### config.mk
export PLATFORM = sky130hd
export DESIGN_NAME = nibble_serial_adder_ctrl_flat
export DESIGN_NICKNAME = d
export VERILOG_FILES = /design/src/rtl/nibble_serial_adder_ctrl_pkg.sv /design/src/rtl/nibble_serial_adder_ctrl_if.sv /design/src/rtl/nibble_serial_adder_ctrl_slice.sv /design/src/rtl/nibble_serial_adder_ctrl.sv /design/src/flat_wrapper.sv
export SDC_FILE = /design/constraint.sdc
export NUM_CORES = 1
export LEC_CHECK = 0
export BUFFER_PORTS_ARGS = -buffer_cell sky130_fd_sc_hd__buf_2
export CAP_MARGIN = 10
export CORE_UTILIZATION = 55
export DETAILED_ROUTE_END_ITERATION = 8
export PLACE_DENSITY_LB_ADDON = 0.25
export SYNTH_ARGS = -nofsm -noshare
export SYNTH_HDL_FRONTEND = slang
export SYNTH_HIERARCHICAL = 1
export SYNTH_SLANG_ARGS = --single-unit
### constraint.sdc
create_clock -name clk -period 4.28 [get_ports clk]
set_clock_uncertainty 0.15 [all_clocks]
set_input_delay 0.856 -clock clk [delete_from_list [all_inputs] [get_ports clk]]
set_output_delay 0.856 -clock clk [all_outputs]
set_load 0.01 [all_outputs]
### src/rtl/nibble_serial_adder_ctrl_pkg.sv
// Shared definitions for the nibble-serial adder: slice width and controller states.
package nibble_serial_adder_ctrl_pkg;
  localparam int NIBBLE_W = 4;

  typedef enum logic [1:0] {
    ST_IDLE = 2'd0,
    ST_ADD  = 2'd1,
    ST_DONE = 2'd2
  } state_t;
endpackage

### src/rtl/nibble_serial_adder_ctrl_if.sv
// Host-side bus of the nibble-serial adder: request/operands in, status/result out.
interface nibble_serial_adder_ctrl_if #(
  parameter int NIBBLES = 4
);
  localparam int W = 4 * NIBBLES;

  logic         start;
  logic [W-1:0] a_in;
  logic [W-1:0] b_in;
  logic         c_in;
  logic         busy;
  logic         done;
  logic [W-1:0] sum;
  logic         c_out;

  modport master (
    output start, a_in, b_in, c_in,
    input  busy, done, sum, c_out
  );

  modport slave (
    input  start, a_in, b_in, c_in,
    output busy, done, sum, c_out
  );
endinterface

### src/rtl/nibble_serial_adder_ctrl_slice.sv
// Purely combinational 4-bit ripple-carry adder slice shared by every nibble step.
module four_bit_adder_slice
  import nibble_serial_adder_ctrl_pkg::*;
(
  input  logic [NIBBLE_W-1:0] a,
  input  logic [NIBBLE_W-1:0] b,
  input  logic                ci,
  output logic [NIBBLE_W-1:0] s,
  output logic                co
);
  logic [NIBBLE_W:0] c;

  assign c[0] = ci;

  for (genvar gi = 0; gi < NIBBLE_W; gi++) begin : g_bit
    assign s[gi]    = a[gi] ^ b[gi] ^ c[gi];
    assign c[gi+1]  = (a[gi] & b[gi]) | (c[gi] & (a[gi] ^ b[gi]));
  end

  assign co = c[NIBBLE_W];
endmodule

### src/rtl/nibble_serial_adder_ctrl.sv
// Sequencer adding two NIBBLES-wide operands one nibble per clock through a single
// shared 4-bit slice, LSB first, with a registered result and one-cycle done pulse.
module nibble_serial_adder_ctrl
  import nibble_serial_adder_ctrl_pkg::*;
#(
  parameter int NIBBLES = 4
) (
  input  logic                    clk,
  input  logic                    rst,
  nibble_serial_adder_ctrl_if.slave bus
);
  localparam int W     = NIBBLE_W * NIBBLES;
  localparam int IDX_W = $clog2(NIBBLES);
  localparam logic [IDX_W-1:0] LAST_IDX = IDX_W'(NIBBLES - 1);

  state_t             state_q, state_d;
  logic [IDX_W-1:0]   idx_q, idx_d;
  logic               carry_q, carry_d;
  logic [W-1:0]       a_q, a_d;
  logic [W-1:0]       b_q, b_d;
  logic [W-1:0]       work_q, work_d;
  logic [W-1:0]       sum_q, sum_d;
  logic               c_out_q, c_out_d;

  logic [NIBBLE_W-1:0] slice_s;
  logic                slice_co;

  four_bit_adder_slice u_slice (
    .a  (a_q[idx_q*NIBBLE_W +: NIBBLE_W]),
    .b  (b_q[idx_q*NIBBLE_W +: NIBBLE_W]),
    .ci (carry_q),
    .s  (slice_s),
    .co (slice_co)
  );

  always_comb begin
    state_d = state_q;
    idx_d   = idx_q;
    carry_d = carry_q;
    a_d     = a_q;
    b_d     = b_q;
    work_d  = work_q;
    sum_d   = sum_q;
    c_out_d = c_out_q;
    unique case (state_q)
      // DONE behaves like IDLE for acceptance, giving back-to-back operation.
      ST_IDLE, ST_DONE: begin
        state_d = ST_IDLE;
        if (bus.start) begin
          a_d     = bus.a_in;
          b_d     = bus.b_in;
          carry_d = bus.c_in;
          idx_d   = '0;
          work_d  = '0;
          state_d = ST_ADD;
        end
      end
      ST_ADD: begin
        work_d[idx_q*NIBBLE_W +: NIBBLE_W] = slice_s;
        carry_d = slice_co;
        idx_d   = idx_q + 1'b1;
        if (idx_q == LAST_IDX) begin
          sum_d   = work_d;
          c_out_d = slice_co;
          idx_d   = '0;
          state_d = ST_DONE;
        end
      end
      default: state_d = ST_IDLE;
    endcase
  end

  always_ff @(posedge clk or posedge rst) begin
    if (rst) begin
      state_q <= ST_IDLE;
      idx_q   <= '0;
      carry_q <= 1'b0;
      a_q     <= '0;
      b_q     <= '0;
      work_q  <= '0;
      sum_q   <= '0;
      c_out_q <= 1'b0;
    end else begin
      state_q <= state_d;
      idx_q   <= idx_d;
      carry_q <= carry_d;
      a_q     <= a_d;
      b_q     <= b_d;
      work_q  <= work_d;
      sum_q   <= sum_d;
      c_out_q <= c_out_d;
    end
  end

  assign bus.busy  = (state_q == ST_ADD);
  assign bus.done  = (state_q == ST_DONE);
  assign bus.sum   = sum_q;
  assign bus.c_out = c_out_q;
endmodule

### src/flat_wrapper.sv
// flat-port wrapper written by rule: the top's interface ports become plain ports
module nibble_serial_adder_ctrl_flat import nibble_serial_adder_ctrl_pkg::*;
#(
  parameter int NIBBLES = 4
)
  (clk, rst, bus_start, bus_a_in, bus_b_in, bus_c_in, bus_busy, bus_done, bus_sum, bus_c_out);
  nibble_serial_adder_ctrl_if #(.NIBBLES(NIBBLES)) bus_i ();
  input  logic clk;
  input  logic rst;
  input wire logic [$bits(bus_i.start)-1:0] bus_start;
  input wire logic [$bits(bus_i.a_in)-1:0] bus_a_in;
  input wire logic [$bits(bus_i.b_in)-1:0] bus_b_in;
  input wire logic [$bits(bus_i.c_in)-1:0] bus_c_in;
  output wire logic [$bits(bus_i.busy)-1:0] bus_busy;
  output wire logic [$bits(bus_i.done)-1:0] bus_done;
  output wire logic [$bits(bus_i.sum)-1:0] bus_sum;
  output wire logic [$bits(bus_i.c_out)-1:0] bus_c_out;
  assign bus_i.start = bus_start;
  assign bus_i.a_in = bus_a_in;
  assign bus_i.b_in = bus_b_in;
  assign bus_i.c_in = bus_c_in;
  assign bus_busy = bus_i.busy;
  assign bus_done = bus_i.done;
  assign bus_sum = bus_i.sum;
  assign bus_c_out = bus_i.c_out;
  nibble_serial_adder_ctrl #(.NIBBLES(NIBBLES)) u_core (.clk(clk), .rst(rst), .bus(bus_i));
endmodule
## After elaboration in Yosys (flattened, before gate mapping)

Cells that the tools add are included.
Widths: inputs -> output; s select.

| storage, ports and cells | value |
|---|---|
| register bits after elaboration | 70 |
| latch bits | 0 |
| memory bits (writable) | 0 |
| ROM bits | 0 |
| input port bits | 36 |
| word-level logic and storage cells | 56 |
| memories kept | 0 |

| operators by class | value |
|---|---|
| add/sub/neg operators | 2 |
| multipliers | 0 |
| divide/modulo/power cells | 0 |
| order comparisons | 0 |
| equal/unequal tests | 5 |
| shift operators | 4 |
| muxes and demuxes | 11 |
| bitwise operators | 20 |
| reductions and logical operators | 6 |

Operators with widths:

| operator | number |
|---|---|
| $neg 4->34 | 1 |
| $shift 4x34->16 const A | 1 |
| $shiftx 4x34->16 | 1 |
| $pmux 16 s2 | 1 |
| $shiftx 16x5->4 | 2 |
| $bwmux 16 | 1 |
| $mux 16 | 1 |
| $and 1x1->1 | 8 |
| $pmux 2 s2 | 2 |
| $xor 1x1->1 | 8 |
| $mux 2 | 3 |
| $reduce_and 2->1 | 3 |
| $eq 2x2->1 const B | 2 |
| $or 1x1->1 | 4 |
| $add 2x1->2 const B | 1 |
| $eq 2x1->1 const B | 1 |
| $logic_not 2->1 | 1 |
| $mux 1 | 2 |
| $ne 2x1->1 const B | 1 |
| $ne 2x2->1 const B | 1 |
| $pmux 1 s2 | 1 |
| $reduce_bool 2->1 | 1 |
| $reduce_or 2->1 | 1 |

## Longest topological paths before layout

| logic depth | value |
|---|---|
| depth after elaboration | 12 |
| mapped depth | 13 |
| depth with buffers taken out | 12 |

## Hierarchy

Netlist, hierarchy kept.

By module, submodules not included:

| module | times used | cells an instance | area each (µm²) | seq. area each (µm²) |
|---|---|---|---|---|
| nibble_serial_adder_ctrl | 1 | 311 | 3250.6 | 1751.7 |
| four_bit_adder_slice | 1 | 14 | 117.6 | 0.0 |

## Least setup slack after synthesis

Ideal clock, no wire load.

| path | value |
|---|---|
| kind | reg2reg |
| start | register u_core.idx_q[0] |
| end | register u_core.sum_q[7], in the netlist u_core/bus.sum[7] |
| library setup time | 77 ps |
| arrival time | 3286 ps |
| required time | 4053 ps |
| path slack | 767 ps |
| cell stages (with the launch flop) | 14 |
| path buffers | 1 |
| clock period less this slack | 3513 ps |
| cells stage by stage | dfrtp_1 > buf_4 > mux4_2 > fa_1 > inv_1 > fa_1 > inv_1 > fa_1 > inv_1 > fa_1 > inv_1 > and4bb_2 > a31oi_1 > a21oi_1 |

| between the ends | value |
|---|---|
| word-level cells in the longest chain between the ends | 11 |

Ends and longest elaborated chain:

| element | line | text |
|---|---|---|
| from (decl) | nibble_serial_adder_ctrl.sv:17 | `logic [IDX_W-1:0] idx_q, idx_d;` |
| from (signal assigned) | nibble_serial_adder_ctrl.sv:85 | `idx_q <= idx_d;` |
| $shiftx 16x5->4 (on tied branches) | nibble_serial_adder_ctrl.sv:29, nibble_serial_adder_ctrl.sv:30 |  |
| $xor 1x1->1 | nibble_serial_adder_ctrl_slice.sv:17 | `assign c[gi+1] = (a[gi] & b[gi]) \| (c[gi] & (a[gi] ^ b[gi]));` |
| $and 1x1->1 | nibble_serial_adder_ctrl_slice.sv:17 |  |
| $or 1x1->1 | nibble_serial_adder_ctrl_slice.sv:17 |  |
| $and 1x1->1 | nibble_serial_adder_ctrl_slice.sv:17 |  |
| $or 1x1->1 | nibble_serial_adder_ctrl_slice.sv:17 |  |
| $and 1x1->1 | nibble_serial_adder_ctrl_slice.sv:17 |  |
| $or 1x1->1 | nibble_serial_adder_ctrl_slice.sv:17 |  |
| $xor 1x1->1 * | nibble_serial_adder_ctrl_slice.sv:16 | `assign s[gi] = a[gi] ^ b[gi] ^ c[gi];` |
| named net u_core.slice_s[3] | nibble_serial_adder_ctrl.sv:25 | `logic [NIBBLE_W-1:0] slice_s;` |
| $shiftx 4x34->16 * | nibble_serial_adder_ctrl.sv:59 | `work_d[idx_q*NIBBLE_W +: NIBBLE_W] = slice_s;` |
| $bwmux 16 * | nibble_serial_adder_ctrl.sv:59 |  |
| to (signal assigned) | nibble_serial_adder_ctrl.sv:90 | `sum_q <= sum_d;` |
| to (decl) | nibble_serial_adder_ctrl.sv:22 | `logic [W-1:0] sum_q, sum_d;` |

Mark *: on every way through the listed nets, which the timed path passes. The rest lies on a longest branch.
A chain may end at the register's enable or synchronous reset.

## Worst setup path in the final report

Same ends and word-level chain as after synthesis.

==> impl_metrics.yaml <==
status:
  status: "complete, no violations"
route:
  routed_wl_um: 6628
  vias: 2440
  drt_iter0_markers: 115
  routedWlPerCell_um: 14.66
  drc_errors: 0
  via_per_inst: 5.398
  ant_nets: 0
  firstDrtPassIters: 4
synth:
  syn_area_um2: 3368
  ys.flop_type: "dfrtp_1"
  synth_cells: 325
  syn_avg_cell_area_um2: 10.36
  yosysSeqAreaShare_pct: 52.01
  yosys_warnings: 6
  synth-edff-count: 0
  ys_types: 35
  postSynth.asyncResetShare_pct: 100.0
  syn-num-nets: 371
  ys_ff_latch: 70
cts:
  path_clk_slew_ps: 70
  cts_tree: "built"
  cts_root_buf: "clkbuf_8"
  hold_buffers: 0
  clk_latency_ps: 340
  clock_sinks: 70
  h-tree-depth: 3
  clockBufferDepth: 2
  ctsResizeCount: 0
  numCtsBuffers: 9
  cts_setup_buffers: 0
critical_path:
  timing.critical_path.buf_inv: 4
  crit_chain: "mux4_2, fa_1, inv_1, fa_1, inv_1, fa_1, inv_1, fa_1, inv_1, and4bb_2, a31oi_1, a21oi_1"
  worstPathRequired_ps: 4400
  crit_family: "adder cells"
  worstSetupEndpointType: "flop"
  critPathMaxFanout: 6
  worstSetupStartpointType: "flop"
  critPathKind: "flop to flop"
  r2r-end: "u_core/bus.sum[7]"
  critical-path-max-stage-delay_ps: 590
  arrival_ps: 3730
  timing.rr.start: "u_core/idx_q[0]"
  r2r_slack_ps: 670
  reg2regPathDepth: 12
  cp_slowest_cell: "mux4_2"
sta:
  tightestPinTransition_ps: 1130
  fmaxAchievable_mhz: 277.0
  fin_ws_ps: 670.2
  hold_violations: 0
  fin_crit_ps: 3610
  setup_viol_count_final: 0
  grt_setup_unrepaired: "false"
  final_max_slew_viol_count: 0
  fin_crit_sh_pct: 84.34
  fin_tns_setup_ps: 0
  max_slew_margin_pct: 23.63
cells_and_area:
  syn_to_final_growth_pct: 13.67
  final_util_pct: 64.67
  layout_commonest_cell: "nand2_1"
  n_antenna_cell: 0
  drive_gt1_share_pct: 25.20
  mostFrequentLayoutCells: "nand2_1, dfrtp_1, buf_2, a21oi_1, nor2b_1"
  final_nets: 418
  finalNonFillerCells: 452
  fill_cells: 502
floorplan:
  fp.dieW_um: 80.26
  num_io_pins: 55
  core_area_um2: 5921
  initial_core_util_pct: 56.89
  dieHeight_um: 80.26
  rows: 28
  fp.dieArea_um2: 6441
grt:
  grt_overflow_total: 0
  track_usage_pct: 23.57
  grt_first_pass_wirelength_um: 11330
  antenna_found_initial: 0
  grt_max_degree: 41
  grt_pass1_vias: 2429
place:
  portBuffers: 54
  place_hpwl_um: 4644
  place_ws_ps: 672.5
  dp_cells: 436
  gp_congestion: 0.7616
flow_run:
  max_cap_viol_count: 0
pwr:
  p_leak_nw: 1.957
  peakVddDrop_uv: 560.1
  cellPowerDensity_nw_per_um2: 848.4
worst_hold_path:
  hold_start: "u_core/b_q[12]"
  hold_depth: 2
  whs_endpoint: "u_core/b_q[12]"
  min_path_type: "flop to flop"
[registers in the layout, indices dropped and copies added, names as in the netlist]
register          flops
u_core/work_q        16
u_core/a_q           16
u_core/idx_q          2
u_core/state_q        2
u_core/b_q           16
u_core/carry_q        1
u_core/bus.sum       16
u_core/bus.c_out      1
[cells in the mapped netlist, drive strengths merged (4+ instances only)]
master | count | share of area (%)
nand2 | 99 | 11
dfrtp | 70 | 52
a21oi | 25 | 3.9
buf | 19 | 3.4
nor2b | 17 | 3.2
a32o | 15 | 4.5
inv | 14 | 1.6
nor2 | 14 | 1.6
mux4 | 8 | 5.3
ha | 6 | 2.2
clkbuf | 5 | 0.56
mux2 | 5 | 2.1
a31o | 4 | 1.0
fa | 4 | 2.4
[per-layer routing]
layer | track usage [%] | wire length [um]
met1 | 31.34 | 3033
met2 | 38.46 | 3249
met3 | 4.091 | 252
met4 | 9.286 | 91
met5 | 0 | 0
[worst max-delay path by stage]
stage                                from                 to  cells after the start
after floorplan           u_core/idx_q[0]  u_core/bus.sum[7]                     13
after global placement    u_core/idx_q[0]  u_core/bus.sum[7]                     12
after detailed placement  u_core/idx_q[0]  u_core/bus.sum[7]                     12
after CTS                 u_core/idx_q[0]  u_core/bus.sum[7]                     12
after global routing      u_core/idx_q[0]   u_core/work_q[7]                     12
final                     u_core/idx_q[0]  u_core/bus.sum[7]                     12
[cells by family (layout without fill, tap and decap cells)]
| family | after synthesis | in the layout | synth area share [%] |
|---|---|---|---|
| buffers and inverters | 38 | 90 | 5.535 |
| AND/OR/NAND/NOR | 142 | 142 | 18.76 |
| multiplexers | 15 | 15 | 8.432 |
| adder cells (fa/ha/maj) | 10 | 10 | 4.606 |
| AO/OA/AOI/OAI | 50 | 50 | 10.66 |
| flip-flops | 70 | 70 | 52.01 |
[where the power goes]
| part | leakage [nW] | total, W | switching [W] | internal (W) |
|---|---|---|---|---|
| sequential | 0.890 | 0.00114 | 0.000179 | 0.000962 |
| combinational | 0.965 | 0.00162 | 0.000970 | 0.000645 |
| clock | 0.102 | 0.000491 | 0.000237 | 0.000254 |
[worst register-to-register path: stages, from the launching register on]
cell	delay, ps
dfrtp_1	540
mux4_2	590
fa_1	430
inv_1	80
fa_1	170
inv_1	50
fa_1	350
inv_1	70
fa_1	400
inv_1	150
and4bb_2	300
a31oi_1	100
a21oi_1	150
[stage by stage]
| stage | total power [W] | area (um2) | hold slack (ps) |
|---|---|---|---|
| 5_1_grt | 0.003510 | 3829 | 351.0 |
| 6_report | 0.003248 | 3829 | 328.7 |
| 2_1_floorplan | 0.002321 | 3368 | 290.3 |
| 3_3_place_gp | 0.002711 | 3643 | 306.0 |
| 4_1_cts | 0.003273 | 3829 | 332.1 |
| 3_5_place_dp | 0.002774 | 3643 | 312.0 |
[final cells by class]
class | instances | area, um2 | share of cell area [%]
well taps | 75 | 93.84 | 2.451
multi-input cells | 217 | 1430 | 37.35
clock inverters | 4 | 20.02 | 0.5229
flip-flops and latches | 70 | 1752 | 45.75
inverters | 14 | 52.55 | 1.373
clock buffers | 12 | 165.2 | 4.314
repair buffers | 60 | 315.3 | 8.235
No activity file was read; power rests on OpenSTA's default activity.
